===== src/rtl/alu_seq_control.sv =====
// alu_seq_control
// Sequencing controller for the multi-cycle ALU datapath (add, sub, Booth
// radix-2 multiply, non-restoring divide). The datapath owns A, Q, Q[-1] and M;
// this block only walks the operation through its steps and raises one strobe
// per datapath function each cycle.
//
// Ports
//   clk, reset       rising-edge clock, asynchronous active-high reset
//   start, op        request + opcode (00 add, 01 sub, 10 mul, 11 div),
//                    accepted only in IDLE
//   a_msb, q0, q_m1  datapath status: sign of A, Q[0], Booth extra bit Q[-1]
//   divisor_zero     M == 0, checked before a divide starts iterating
//   busy, done       handshake: busy outside IDLE, done one cycle in DONE
//   err_div0         sticky divide-by-zero flag, cleared by the next start
//   iter             current multiply/divide iteration index
//   ctrl[10:0]       datapath strobes, see C_* indices below
module alu_seq_control #(
  parameter int WIDTH = 8,
  parameter int CNT_W = $clog2(WIDTH)
) (
  input  logic             clk,
  input  logic             reset,
  input  logic             start,
  input  logic [1:0]       op,
  input  logic             a_msb,
  input  logic             q0,
  input  logic             q_m1,
  input  logic             divisor_zero,
  output logic             busy,
  output logic             done,
  output logic             err_div0,
  output logic [CNT_W-1:0] iter,
  output logic [10:0]      ctrl
);

  // State encoding
  localparam logic [3:0] S_IDLE   = 4'd0;
  localparam logic [3:0] S_LD_M   = 4'd1;
  localparam logic [3:0] S_LD_Q   = 4'd2;
  localparam logic [3:0] S_EXEC   = 4'd3;
  localparam logic [3:0] S_M_TEST = 4'd4;
  localparam logic [3:0] S_M_SHR  = 4'd5;
  localparam logic [3:0] S_D_SHL  = 4'd6;
  localparam logic [3:0] S_D_ALU  = 4'd7;
  localparam logic [3:0] S_D_SETQ = 4'd8;
  localparam logic [3:0] S_D_CORR = 4'd9;
  localparam logic [3:0] S_OUT_A  = 4'd10;
  localparam logic [3:0] S_OUT_Q  = 4'd11;
  localparam logic [3:0] S_ERR    = 4'd12;
  localparam logic [3:0] S_DONE   = 4'd13;

  // Opcodes
  localparam logic [1:0] OP_MUL = 2'b10;
  localparam logic [1:0] OP_DIV = 2'b11;

  // Strobe indices
  localparam int C_LOAD_M   = 0;
  localparam int C_LOAD_Q   = 1;
  localparam int C_ADD_M    = 2;
  localparam int C_SUB_M    = 3;
  localparam int C_ASR      = 4;
  localparam int C_SHL      = 5;
  localparam int C_SET_Q0   = 6;
  localparam int C_CORR_ADD = 7;
  localparam int C_OUT_A    = 8;
  localparam int C_OUT_Q    = 9;
  localparam int C_CLR_A    = 10;

  localparam logic [CNT_W-1:0] LAST_ITER = CNT_W'(WIDTH - 1);

  logic [3:0] state;
  logic [3:0] state_nx;
  logic [1:0] op_r;
  logic       last_iter;
  logic       accept;

  assign last_iter = (iter == LAST_ITER);
  assign accept    = (state == S_IDLE) && start;

  // Next state
  always_comb begin
    state_nx = state;
    case (state)
      S_IDLE:   if (start) state_nx = S_LD_M;
      S_LD_M:   state_nx = S_LD_Q;
      S_LD_Q: begin
        if (!op_r[1])             state_nx = S_EXEC;
        else if (op_r == OP_MUL)  state_nx = S_M_TEST;
        else if (divisor_zero)    state_nx = S_ERR;
        else                      state_nx = S_D_SHL;
      end
      S_EXEC:   state_nx = S_OUT_A;
      S_M_TEST: state_nx = S_M_SHR;
      S_M_SHR:  state_nx = last_iter ? S_OUT_A : S_M_TEST;
      S_D_SHL:  state_nx = S_D_ALU;
      S_D_ALU:  state_nx = S_D_SETQ;
      S_D_SETQ: state_nx = last_iter ? S_D_CORR : S_D_SHL;
      S_D_CORR: state_nx = S_OUT_A;
      S_OUT_A:  state_nx = op_r[1] ? S_OUT_Q : S_DONE;
      S_OUT_Q:  state_nx = S_DONE;
      S_ERR:    state_nx = S_DONE;
      S_DONE:   state_nx = S_IDLE;
      default:  state_nx = S_IDLE;
    endcase
  end

  // State, captured opcode, iteration counter, error flag
  always_ff @(posedge clk or posedge reset) begin
    if (reset) begin
      state    <= S_IDLE;
      op_r     <= 2'b00;
      iter     <= '0;
      err_div0 <= 1'b0;
    end else begin
      state <= state_nx;
      if (accept) begin
        op_r     <= op;
        iter     <= '0;
        err_div0 <= 1'b0;
      end
      // Counter advances at the end of each iteration except the last, so it
      // rests at WIDTH-1 once the loop exits.
      if ((state == S_M_SHR || state == S_D_SETQ) && !last_iter)
        iter <= iter + CNT_W'(1);
      // Set on the edge that enters ERR so the flag is already visible while
      // the controller sits in ERR.
      if (state == S_LD_Q && op_r == OP_DIV && divisor_zero)
        err_div0 <= 1'b1;
    end
  end

  // Strobes: decoded from state, qualified by live datapath status
  always_comb begin
    ctrl = '0;
    case (state)
      S_LD_M: ctrl[C_LOAD_M] = 1'b1;
      S_LD_Q: begin
        ctrl[C_LOAD_Q] = 1'b1;
        ctrl[C_CLR_A]  = 1'b1;
      end
      S_EXEC: begin
        if (op_r[0]) ctrl[C_SUB_M] = 1'b1;
        else         ctrl[C_ADD_M] = 1'b1;
      end
      // Booth pair {Q0,Q-1}: 01 -> +M, 10 -> -M, 00/11 -> nothing
      S_M_TEST: begin
        case ({q0, q_m1})
          2'b01:   ctrl[C_ADD_M] = 1'b1;
          2'b10:   ctrl[C_SUB_M] = 1'b1;
          default: ctrl = '0;
        endcase
      end
      S_M_SHR: ctrl[C_ASR] = 1'b1;
      S_D_SHL: ctrl[C_SHL] = 1'b1;
      // Non-restoring step: negative partial remainder adds M back
      S_D_ALU: begin
        if (a_msb) ctrl[C_ADD_M] = 1'b1;
        else       ctrl[C_SUB_M] = 1'b1;
      end
      S_D_SETQ: ctrl[C_SET_Q0]   = !a_msb;
      S_D_CORR: ctrl[C_CORR_ADD] = a_msb;
      S_OUT_A:  ctrl[C_OUT_A]    = 1'b1;
      S_OUT_Q:  ctrl[C_OUT_Q]    = 1'b1;
      default:  ctrl = '0;
    endcase
  end

  assign busy = (state != S_IDLE);
  assign done = (state == S_DONE);

endmodule


===== config.mk =====
export PLATFORM = sky130hd
export DESIGN_NAME = alu_seq_control
export DESIGN_NICKNAME = d
export VERILOG_FILES = /design/src/rtl/alu_seq_control.sv
export SDC_FILE = /design/constraint.sdc
export NUM_CORES = 1
export LEC_CHECK = 0
export CORE_MARGIN = 5
export CORE_UTILIZATION = 40
export CTS_BUF_LIST = sky130_fd_sc_hd__clkbuf_2 sky130_fd_sc_hd__clkbuf_4 sky130_fd_sc_hd__clkbuf_8
export CTS_CLUSTER_SIZE = 20
export DETAILED_ROUTE_END_ITERATION = 6
export MAX_ROUTING_LAYER = met4
export PLACE_DENSITY = 0.69
export SLEW_MARGIN = 20
export SYNTH_ARGS = -nofsm -noshare
export SYNTH_HDL_FRONTEND = slang
export SYNTH_SLANG_ARGS = --single-unit

===== constraint.sdc =====
create_clock -name clk -period 2.9 [get_ports clk]
set_input_delay 0.29 -clock clk [delete_from_list [all_inputs] [get_ports clk]]
set_output_delay 0.29 -clock clk [all_outputs]
set_load 0.05 [all_outputs]

* Word-level counts from Yosys, hierarchy flattened
Cells that the tools add are included.
** Storage, ports and cells
- Flip-flop bits (word level) :: 10
- Bits of input ports :: 9
- Output and inout bits :: 17
** Operators by class
- Reduce and logical (&&, ||, !) cells :: 13
- Add/sub/neg operators :: 1
- Muxes and demuxes :: 27
- Eq/ne operators :: 19
** Operators with widths (count)
- 4-bit case mux with 11 select lines :: 1
- 4-bit equality test (second input constant) :: 6
- 4-bit two-way mux :: 6
- 4-bit by 3-bit equality test with 1-bit output (second input constant) :: 4
- 1-bit two-way mux :: 16
- 3-bit two-way mux :: 3
- 4-bit by 2-bit equality test with 1-bit output (second input constant) :: 2
- 2-bit equality test (second input constant) :: 3
- 2-bit case mux with 3 select lines :: 1
- 4-bit by 1-bit equality test with 1-bit output (second input constant) :: 1
- 1-bit logical AND :: 4
- 4-bit zero test :: 1
- 2-bit nonzero test :: 2
- 4-bit nonzero test :: 1
- 2-bit OR reduction :: 2
- 3-bit by 1-bit adder with 3-bit output (second input constant) :: 1
- 3-bit equality test (second input constant) :: 1
- 2-bit by 1-bit equality test with 1-bit output (second input constant) :: 1
- 1-bit zero test :: 2
- 2-bit != test (second input constant) :: 1
- 1-bit logical OR :: 1

* Depth between registers and ports, before layout
Gate-level depths: netlist of the first run.
- Word-level depth :: 4
- Gate-level depth with buffers :: 6
- Gate-level depth less buffers :: 6

* Least setup slack after synthesis of the first run
No wires, ideal clock.
- Path type :: register to output
- From :: register state[0]
- To :: output port ctrl[6]
- Stages on the path, launching flop included :: 4
- Path slack :: 0.401 ns
- Data arrival time :: 2.209 ns
- Path buffers :: 2
- Required time :: 2.610 ns
- Path through :: dfrtp_1 buf_4 buf_2 nor4_1
** Between the ends
- Word-level cells in the longest chain between the ends :: 2
** Ends and longest elaborated chain
- start: declaration :: line 71 : logic [3:0] state;
- start signal: assignment :: line 115 : state <= state_nx;
- 4-bit equality test :: line 135 : case (state)
- 1-bit two-way mux
- end: declaration :: line 33 : output logic [10:0] ctrl
Every way passes these cells.

* Final worst setup path of the first run
- From :: register state[0]
- To :: output port ctrl[3]
** Between the ends
- Word-level cells in the longest chain between the ends :: 2
- Elaborated cells between the ends (all ways) :: 4
- Classes of those cells :: eq/ne (3); mux (1)
** Ends and longest elaborated chain (line)
- 4-bit by 3-bit equality test with 1-bit output or 4-bit by 2-bit equality test with 1-bit output (tied branches) :: 135
- 2-bit case mux with 3 select lines * :: 135
Mark *: on every way between the ends. The rest lies on a longest branch, timed or not.

==> results of run 1 <==
[through the flow]
| stage | utilization [%] | setup slack (ps) | cells | hold slack (ps) | cell area, sq um |
|---|---|---|---|---|---|
| 2_1_floorplan | - | 401 | 97 | 130 | 838 |
| 3_3_place_gp | 53.3 | 546 | 141 | 506 | 1060 |
| 3_5_place_dp | 53.3 | 520 | 141 | 505 | 1060 |
| 4_1_cts | 55.1 | 263 | 145 | 306 | 1090 |
| 5_1_grt | 55.1 | 123 | 145 | 357 | 1090 |
| 6_report | 55.1 | 264 | 145 | 298 | 1090 |
[cells in the final DEF, fill, tap and decap left out, types with 4 or more instances in the layout]
cell type                         instances
sky130_fd_sc_hd__a21oi_1                  9
sky130_fd_sc_hd__nor2_1                   7
sky130_fd_sc_hd__clkdlybuf4s50_1         25
sky130_fd_sc_hd__nand2_1                 11
sky130_fd_sc_hd__dfrtp_1                 10
sky130_fd_sc_hd__inv_1                    4
sky130_fd_sc_hd__o21ai_0                  6
[cell families after synthesis]
kind of cell / count (synthesis) / share of synthesized area (%)
buf+inv: 13 / 10.6
compound gates: 22 / 15.2
flops: 10 / 29.9
simple gates: 44 / 32.4
fa+ha+maj: 2 / 2.98
mux: 6 / 8.95
[layout make-up]
class                   count  area (sq um)
fillers                   191           890
multi-input cells          74           499
flip-flops and latches     10           250
well taps                  27          33.8
clock buffers               4          36.3
repair buffers             26           258
inverters                   4          15.0
[sequential cells by signal, summed over array words and instances, names as in the netlist]
register,cells
op_r,2
iter,3
err_div0,1
state,4
[power by group through the flow]
stage                     logic [uW]  registers (uW)  clock network (uW)
after floorplan                  717             340                   0
after global placement           851             362                   0
after detailed placement         861             365                   0
after CTS                        867             364                 133
after global routing             928             381                 137
final                            860             364                 129
[cells in the mapped netlist, drive strengths merged (3+ instances only)]
master	number	share of area, %
nand2	12	5.7
dfrtp	10	30
a21oi	9	5.4
buf	9	8.8
nor2	9	5.2
o21ai	7	4.2
nand2b	6	7.2
inv	4	1.8
mux2i	4	6.3
nor3	4	3.0
and3	3	2.2
nand3	3	3.3
[how the worst min path moves through the flow]
stage	startpoint	endpoint	slack [ps]	cells after the start
after floorplan	reset	err_div0$_DFFE_PP0P_	130	1
after detailed placement	err_div0$_DFFE_PP0P_	err_div0$_DFFE_PP0P_	510	1
final	reset	op_r[1]$_DFFE_PP0P_	300	2
after global placement	err_div0$_DFFE_PP0P_	err_div0$_DFFE_PP0P_	510	1
after global routing	reset	op_r[1]$_DFFE_PP0P_	360	2
after CTS	reset	op_r[1]$_DFFE_PP0P_	310	2
[routing by layer]
layer | global-route usage [%] | wire length [um]
met4 | 6.25 | 11
met3 | 2.55 | 98
met1 | 14.6 | 865
met2 | 21.3 | 866
met5 | - | 0
==> flow_metrics.env, run 1 <==
export IMPL_status="complete, no violations"
export IMPL_design_power_total_uw=1350
export IMPL_core_area_sq_um=1980
export IMPL_worstPathArrival_ps=2350
export IMPL_synth_flop_cell="sky130_fd_sc_hd__dfrtp_1"
export IMPL_synth_edff_count=0
export IMPL_yosysSeqAreaShare_pct=29.9
export IMPL_synthCells=97
export IMPL_top_achievable_clock_speed_mhz=379
export IMPL_hp_class="input pin to asynchronous set/reset pin"
export IMPL_setup_worst_path_end_class="output port"
export IMPL_power_static_leakage_uw=0.000455
export IMPL_max_cap_violations=0
export IMPL_hpwl_um=1370
export IMPL_vias=745
export IMPL_timing_final_setup_violations=0
export IMPL_globalplace_congestion=0.806
export IMPL_core_rowCount=16
export IMPL_final_antenna_net_count=0
export IMPL_tightestPinTransition_ps=647
export IMPL_cp_top_family="buffers and inverters"
export IMPL_gr_overflow_total=0
export IMPL_final_net_count=130
export IMPL_cts_root_to_sink_buffers=2
export IMPL_cts_hold_fix_buffers=0
export IMPL_worst_path_buf_inv=1
export IMPL_post_drt_wl_per_cell_um=12.7
export IMPL_worst_r2r_cell_count=6
export IMPL_number_of_drc_violations_after_detailed_routing=0
export IMPL_crit_chain="nand2_1 -> or2_1 -> a21oi_1 -> clkdlybuf4s50_1"
export IMPL_cts_tree="yes"
export IMPL_share_of_cells_above_drive_strength_1_pct=13.6
export IMPL_rr_endpoint="state[0]$_DFFE_PP0P_"
export IMPL_count_of_port_buffers_added_during_placement=25
export IMPL_postSynth_asyncResetShare_pct=100
export IMPL_postCtsSetupRepairBufs=0
export IMPL_synthesis_area_sq_um=838
export IMPL_pin_count=26
export IMPL_r2r_start="iter[0]$_DFFE_PP0P_"
export IMPL_ys_warn_count=0
export IMPL_globalRouteTotalUtil_pct=12.8
export IMPL_cts_clk_slew_worst_paths_ps=70
export IMPL_grt_setup_unrepaired="false"
export IMPL_antenna_found_initial=0
export IMPL_clk_root_buffer_cell="sky130_fd_sc_hd__clkbuf_4"
export IMPL_finalHoldViolCount=0
export IMPL_mappedNetlistNets=108
export IMPL_max_vdd_ir_drop_mv=0.812
export IMPL_relSlewSlack_pct=56.9
export IMPL_swShare_pct=53.2
export IMPL_ctsResizeCount=0
export IMPL_post_route_period_util_pct=90.9
export IMPL_start_kind="flop"
export IMPL_timing_final_max_slew_violations=0
export IMPL_viasPerCell=5.14
export IMPL_cts_max_level=1
export IMPL_clock_power_share_pct=9.5
export IMPL_sequentialPowerShare_pct=26.9
export IMPL_wl_um=1840
export IMPL_synth_ff_latch_count=10
export IMPL_critical_path_slowest_cell="sky130_fd_sc_hd__clkdlybuf4s50_1"
export IMPL_fp_dieArea_sq_um=3110
export IMPL_number_of_global_route_vias_before_repair=768
export IMPL_cp_endpoint="ctrl[3]"
export IMPL_critical_path_max_stage_delay_ps=820
export IMPL_critical_path_peak_fanout=18
export IMPL_critPathRequiredTime_ps=2610
export IMPL_numClockSinks=10
export IMPL_floorplan_initialDensity_pct=42.3
export IMPL_timing_worst_setup_path_type="flop to output port"
export IMPL_switchingPower_uw=720
export IMPL_clkLatencyLatePin_ps=270
export IMPL_synthToLayoutAreaGrowth_pct=30.3
export IMPL_power_internal_uw=633
export IMPL_largest_net_degree_at_the_start_of_global_routing=20
export IMPL_startpoint="state[0]$_DFFE_PP0P_"
export IMPL_first_iter_violations=7
export IMPL_synth_cell_type_count=34
export IMPL_p_comb_share_pct=63.6
export IMPL_die_width_um=55.8
export IMPL_setup_tns_ps=0
export IMPL_timing_reg2reg_setup_slack_ps=1330
export IMPL_antenna_diode_count=0
export IMPL_worst_clock_skew_ps=3.48
export IMPL_synth_area_per_cell_sq_um=8.64
export IMPL_cts_buffers_inserted=3
export IMPL_first_pass_grt_wire_length_um=3190
export IMPL_drtPass1Iterations=4
export IMPL_period_minus_slack_ps=2640
export IMPL_powerDensity_nw_per_um2=1240
export IMPL_cp_num_cells=4
export IMPL_die_boundary_height_um=55.8
(Power assumes the default switching activity.)
==> inputs of run 2 (changes only) <==
--- a/config.mk
+++ b/config.mk
@@ -5,10 +5,11 @@
 export SDC_FILE = /design/constraint.sdc
 export NUM_CORES = 1
 export LEC_CHECK = 0
+export ABC_CLOCK_PERIOD_IN_PS = 2900
 export CORE_MARGIN = 5
 export CORE_UTILIZATION = 40
 export CTS_BUF_LIST = sky130_fd_sc_hd__clkbuf_2 sky130_fd_sc_hd__clkbuf_4 sky130_fd_sc_hd__clkbuf_8
-export CTS_CLUSTER_SIZE = 20
+export CTS_CLUSTER_SIZE = 12
 export DETAILED_ROUTE_END_ITERATION = 6
 export MAX_ROUTING_LAYER = met4
 export PLACE_DENSITY = 0.69
==> results of run 2 <==
No change in the layout: final DEF, timing and power equal those of run 1.
==> inputs of run 3 (changes only) <==
--- a/config.mk
+++ b/config.mk
@@ -7,13 +7,13 @@
 export LEC_CHECK = 0
 export ABC_CLOCK_PERIOD_IN_PS = 2900
 export CORE_MARGIN = 5
-export CORE_UTILIZATION = 40
+export CORE_UTILIZATION = 51
 export CTS_BUF_LIST = sky130_fd_sc_hd__clkbuf_2 sky130_fd_sc_hd__clkbuf_4 sky130_fd_sc_hd__clkbuf_8
-export CTS_CLUSTER_SIZE = 12
+export CTS_CLUSTER_SIZE = 40
 export DETAILED_ROUTE_END_ITERATION = 6
 export MAX_ROUTING_LAYER = met4
-export PLACE_DENSITY = 0.69
-export SLEW_MARGIN = 20
+export PLACE_DENSITY = 0.85
+export SLEW_MARGIN = 15
 export SYNTH_ARGS = -nofsm -noshare
 export SYNTH_HDL_FRONTEND = slang
 export SYNTH_SLANG_ARGS = --single-unit
==> run 3 against run 2 <==
- largest power group unchanged
- critical path depth unchanged
- highest routed layer unchanged
- flip-flop and latch count stayed put
- cell count shrank 6.9%
- routed wire length up 4.8%
- die area fell by 18%
- global-route usage up 3.0 points
==> flow_metrics.env, run 3 (synthesis results as in run 1) <==
export IMPL_numClockSinks=10
export IMPL_worstPathArrival_ps=2340
export IMPL_crit_chain="nor2b_1 -> nand2_1 -> nor2_1 -> clkdlybuf4s50_1"
export IMPL_swShare_pct=53.1
export IMPL_placement_setup_worst_slack_ps=517
export IMPL_setup_worst_path_end_class="output port"
export IMPL_timing_worst_setup_path_type="flop to output port"
export IMPL_count_of_port_buffers_added_during_placement=25
export IMPL_layout_common_cells="sky130_fd_sc_hd__clkdlybuf4s50_1 (25), sky130_fd_sc_hd__nand2_1 (11), sky130_fd_sc_hd__dfrtp_1 (10)"
export IMPL_post_drt_wl_per_cell_um=14.3
export IMPL_sequentialPowerShare_pct=25.4
export IMPL_core_rowCount=14
export IMPL_postCtsSetupRepairBufs=0
export IMPL_worst_path_buf_inv=1
export IMPL_start_kind="flop"
export IMPL_largest_net_degree_at_the_start_of_global_routing=20
export IMPL_period_minus_slack_ps=2630
export IMPL_grt_setup_unrepaired="false"
export IMPL_powerDensity_nw_per_um2=1260
export IMPL_ctsResizeCount=0
export IMPL_first_iter_violations=9
export IMPL_number_of_global_route_vias_before_repair=722
export IMPL_tightestPinTransition_ps=653
export IMPL_power_internal_uw=642
export IMPL_finalHoldViolCount=0
export IMPL_leading_cell_type_in_the_layout_fill_and_taps_excluded="sky130_fd_sc_hd__clkdlybuf4s50_1"
export IMPL_cts_max_level=1
export IMPL_clkLatencyLatePin_ps=250
export IMPL_die_boundary_height_um=50.5
export IMPL_share_of_cells_above_drive_strength_1_pct=14.3
export IMPL_fp_dieArea_sq_um=2550
export IMPL_drtPass1Iterations=4
export IMPL_first_pass_grt_wire_length_um=3200
export IMPL_worst_clock_skew_ps=0.612
export IMPL_pin_count=26
export IMPL_wl_um=1930
export IMPL_nFillCells=120
export IMPL_clock_power_share_pct=8.7
export IMPL_clk_root_buffer_cell="sky130_fd_sc_hd__clkbuf_4"
export IMPL_number_of_drc_violations_after_detailed_routing=0
export IMPL_post_route_period_util_pct=90.6
export IMPL_timing_final_max_slew_violations=0
export IMPL_top_achievable_clock_speed_mhz=381
export IMPL_critical_path_slowest_cell="sky130_fd_sc_hd__clkdlybuf4s50_1"
export IMPL_core_area_sq_um=1540
export IMPL_vias=783
export IMPL_cts_hold_fix_buffers=0
export IMPL_globalplace_congestion=0.770
export IMPL_max_cap_violations=0
export IMPL_detailed_place_area_sq_um=1050
export IMPL_critical_path_max_stage_delay_ps=810
export IMPL_final_area_sq_um=1090
export IMPL_viasPerCell=5.80
export IMPL_r2r_start="iter[0]$_DFFE_PP0P_"
export IMPL_cts_clk_slew_worst_paths_ps=60
export IMPL_hp_class="input pin to asynchronous set/reset pin"
export IMPL_final_antenna_net_count=0
export IMPL_setup_tns_ps=0
export IMPL_critical_path_peak_fanout=18
export IMPL_switchingPower_uw=727
export IMPL_worst_slack_setup_final_ps=272
export IMPL_gr_overflow_total=0
export IMPL_timing_reg2reg_setup_slack_ps=1320
export IMPL_rr_endpoint="state[2]$_DFFE_PP0P_"
export IMPL_antenna_found_initial=0
export IMPL_status="complete, no violations"
export IMPL_die_width_um=50.5
export IMPL_hpwl_um=1530
export IMPL_synthToLayoutAreaGrowth_pct=29.6
export IMPL_final_net_count=131
export IMPL_p_comb_share_pct=65.9
export IMPL_cts_root_to_sink_buffers=2
export IMPL_globalRouteTotalUtil_pct=15.8
export IMPL_antenna_diode_count=0
export IMPL_power_static_leakage_uw=0.000460
export IMPL_worst_r2r_cell_count=6
export IMPL_relSlewSlack_pct=56.5
export IMPL_cts_tree="yes"
export IMPL_critPathRequiredTime_ps=2610
export IMPL_largest_register="state"
export IMPL_cp_top_family="buffers and inverters"
export IMPL_floorplan_initialDensity_pct=54.4
export IMPL_cts_buffers_inserted=3
export IMPL_timing_final_setup_violations=0
export IMPL_max_vdd_ir_drop_mv=0.804
export IMPL_reg_top3="state x4, iter x3, op_r x2"
export IMPL_number_of_flip_flops_in_the_largest_register=4
-- run 3: cell types whose count changed in the layout (fill, tap and decap cells not counted) --
cell / previous run / this run
sky130_fd_sc_hd__buf_4: 1 / 2
-- run 3: power groups by stage --
| stage | Clock, uW | Sequential (uW) | Combinational, uW |
|---|---|---|---|
| 6_report | 120 | 348 | 902 |
| 5_1_grt | 132 | 364 | 971 |
| 4_1_cts | 124 | 344 | 908 |
| 3_5_place_dp | 0 | 346 | 903 |
| 3_3_place_gp | 0 | 341 | 876 |
| 2_1_floorplan | 0 | 340 | 717 |
-- run 3: area by class of cell --
| class | count | area (sq um) | area share (%) |
|---|---|---|---|
| Inverter | 4 | 15.0 | 1.38 |
| Clock buffer | 4 | 36.3 | 3.34 |
| Multi-Input combinational cell | 74 | 499 | 46.0 |
| Sequential cell | 10 | 250 | 23.0 |
| Tap cell | 16 | 20.0 | 1.84 |
| Timing Repair Buffer | 27 | 265 | 24.4 |
-- run 3: worst max-delay path by stage --
| stage | from | end | slack [ps] | depth (start not counted) |
|---|---|---|---|---|
| floorplan | state[0]$_DFFE_PP0P_ | ctrl[6] | 400 | 3 |
| global placement | a_msb | ctrl[3] | 550 | 6 |
| detailed placement | a_msb | ctrl[3] | 520 | 6 |
| CTS | state[0]$_DFFE_PP0P_ | ctrl[7] | 260 | 4 |
| global route | state[0]$_DFFE_PP0P_ | ctrl[3] | 120 | 4 |
| finish | state[0]$_DFFE_PP0P_ | ctrl[7] | 270 | 4 |
-- run 3: metrics by stage --
step	hold WS (ps)	util, %	std cells	total power, uW
finish	310	70.5	135	1370
CTS	312	70.5	135	1380
detailed placement	502	68.1	131	1250
global route	315	70.5	135	1470
global placement	496	68.1	131	1220
floorplan	130	-	97	1060
-- run 3: per-layer routing --
layer	global-route usage (%)	vias up	part of all wire, %
met5	-	-	0
met1	19.7	377	45
li1	-	381	-
met4	4.68	0	0.21
met2	26.2	23	50
met3	2.37	2	5.1
-- run 3: worst reg2reg max path, cell delays in order, from the launching register on --
cell and delay, ps:
sky130_fd_sc_hd__dfrtp_1 410, sky130_fd_sc_hd__ha_1 210, sky130_fd_sc_hd__ha_1 250, sky130_fd_sc_hd__or2_1 250
sky130_fd_sc_hd__a21oi_1 140, sky130_fd_sc_hd__o21ai_0 120, sky130_fd_sc_hd__o211ai_1 110
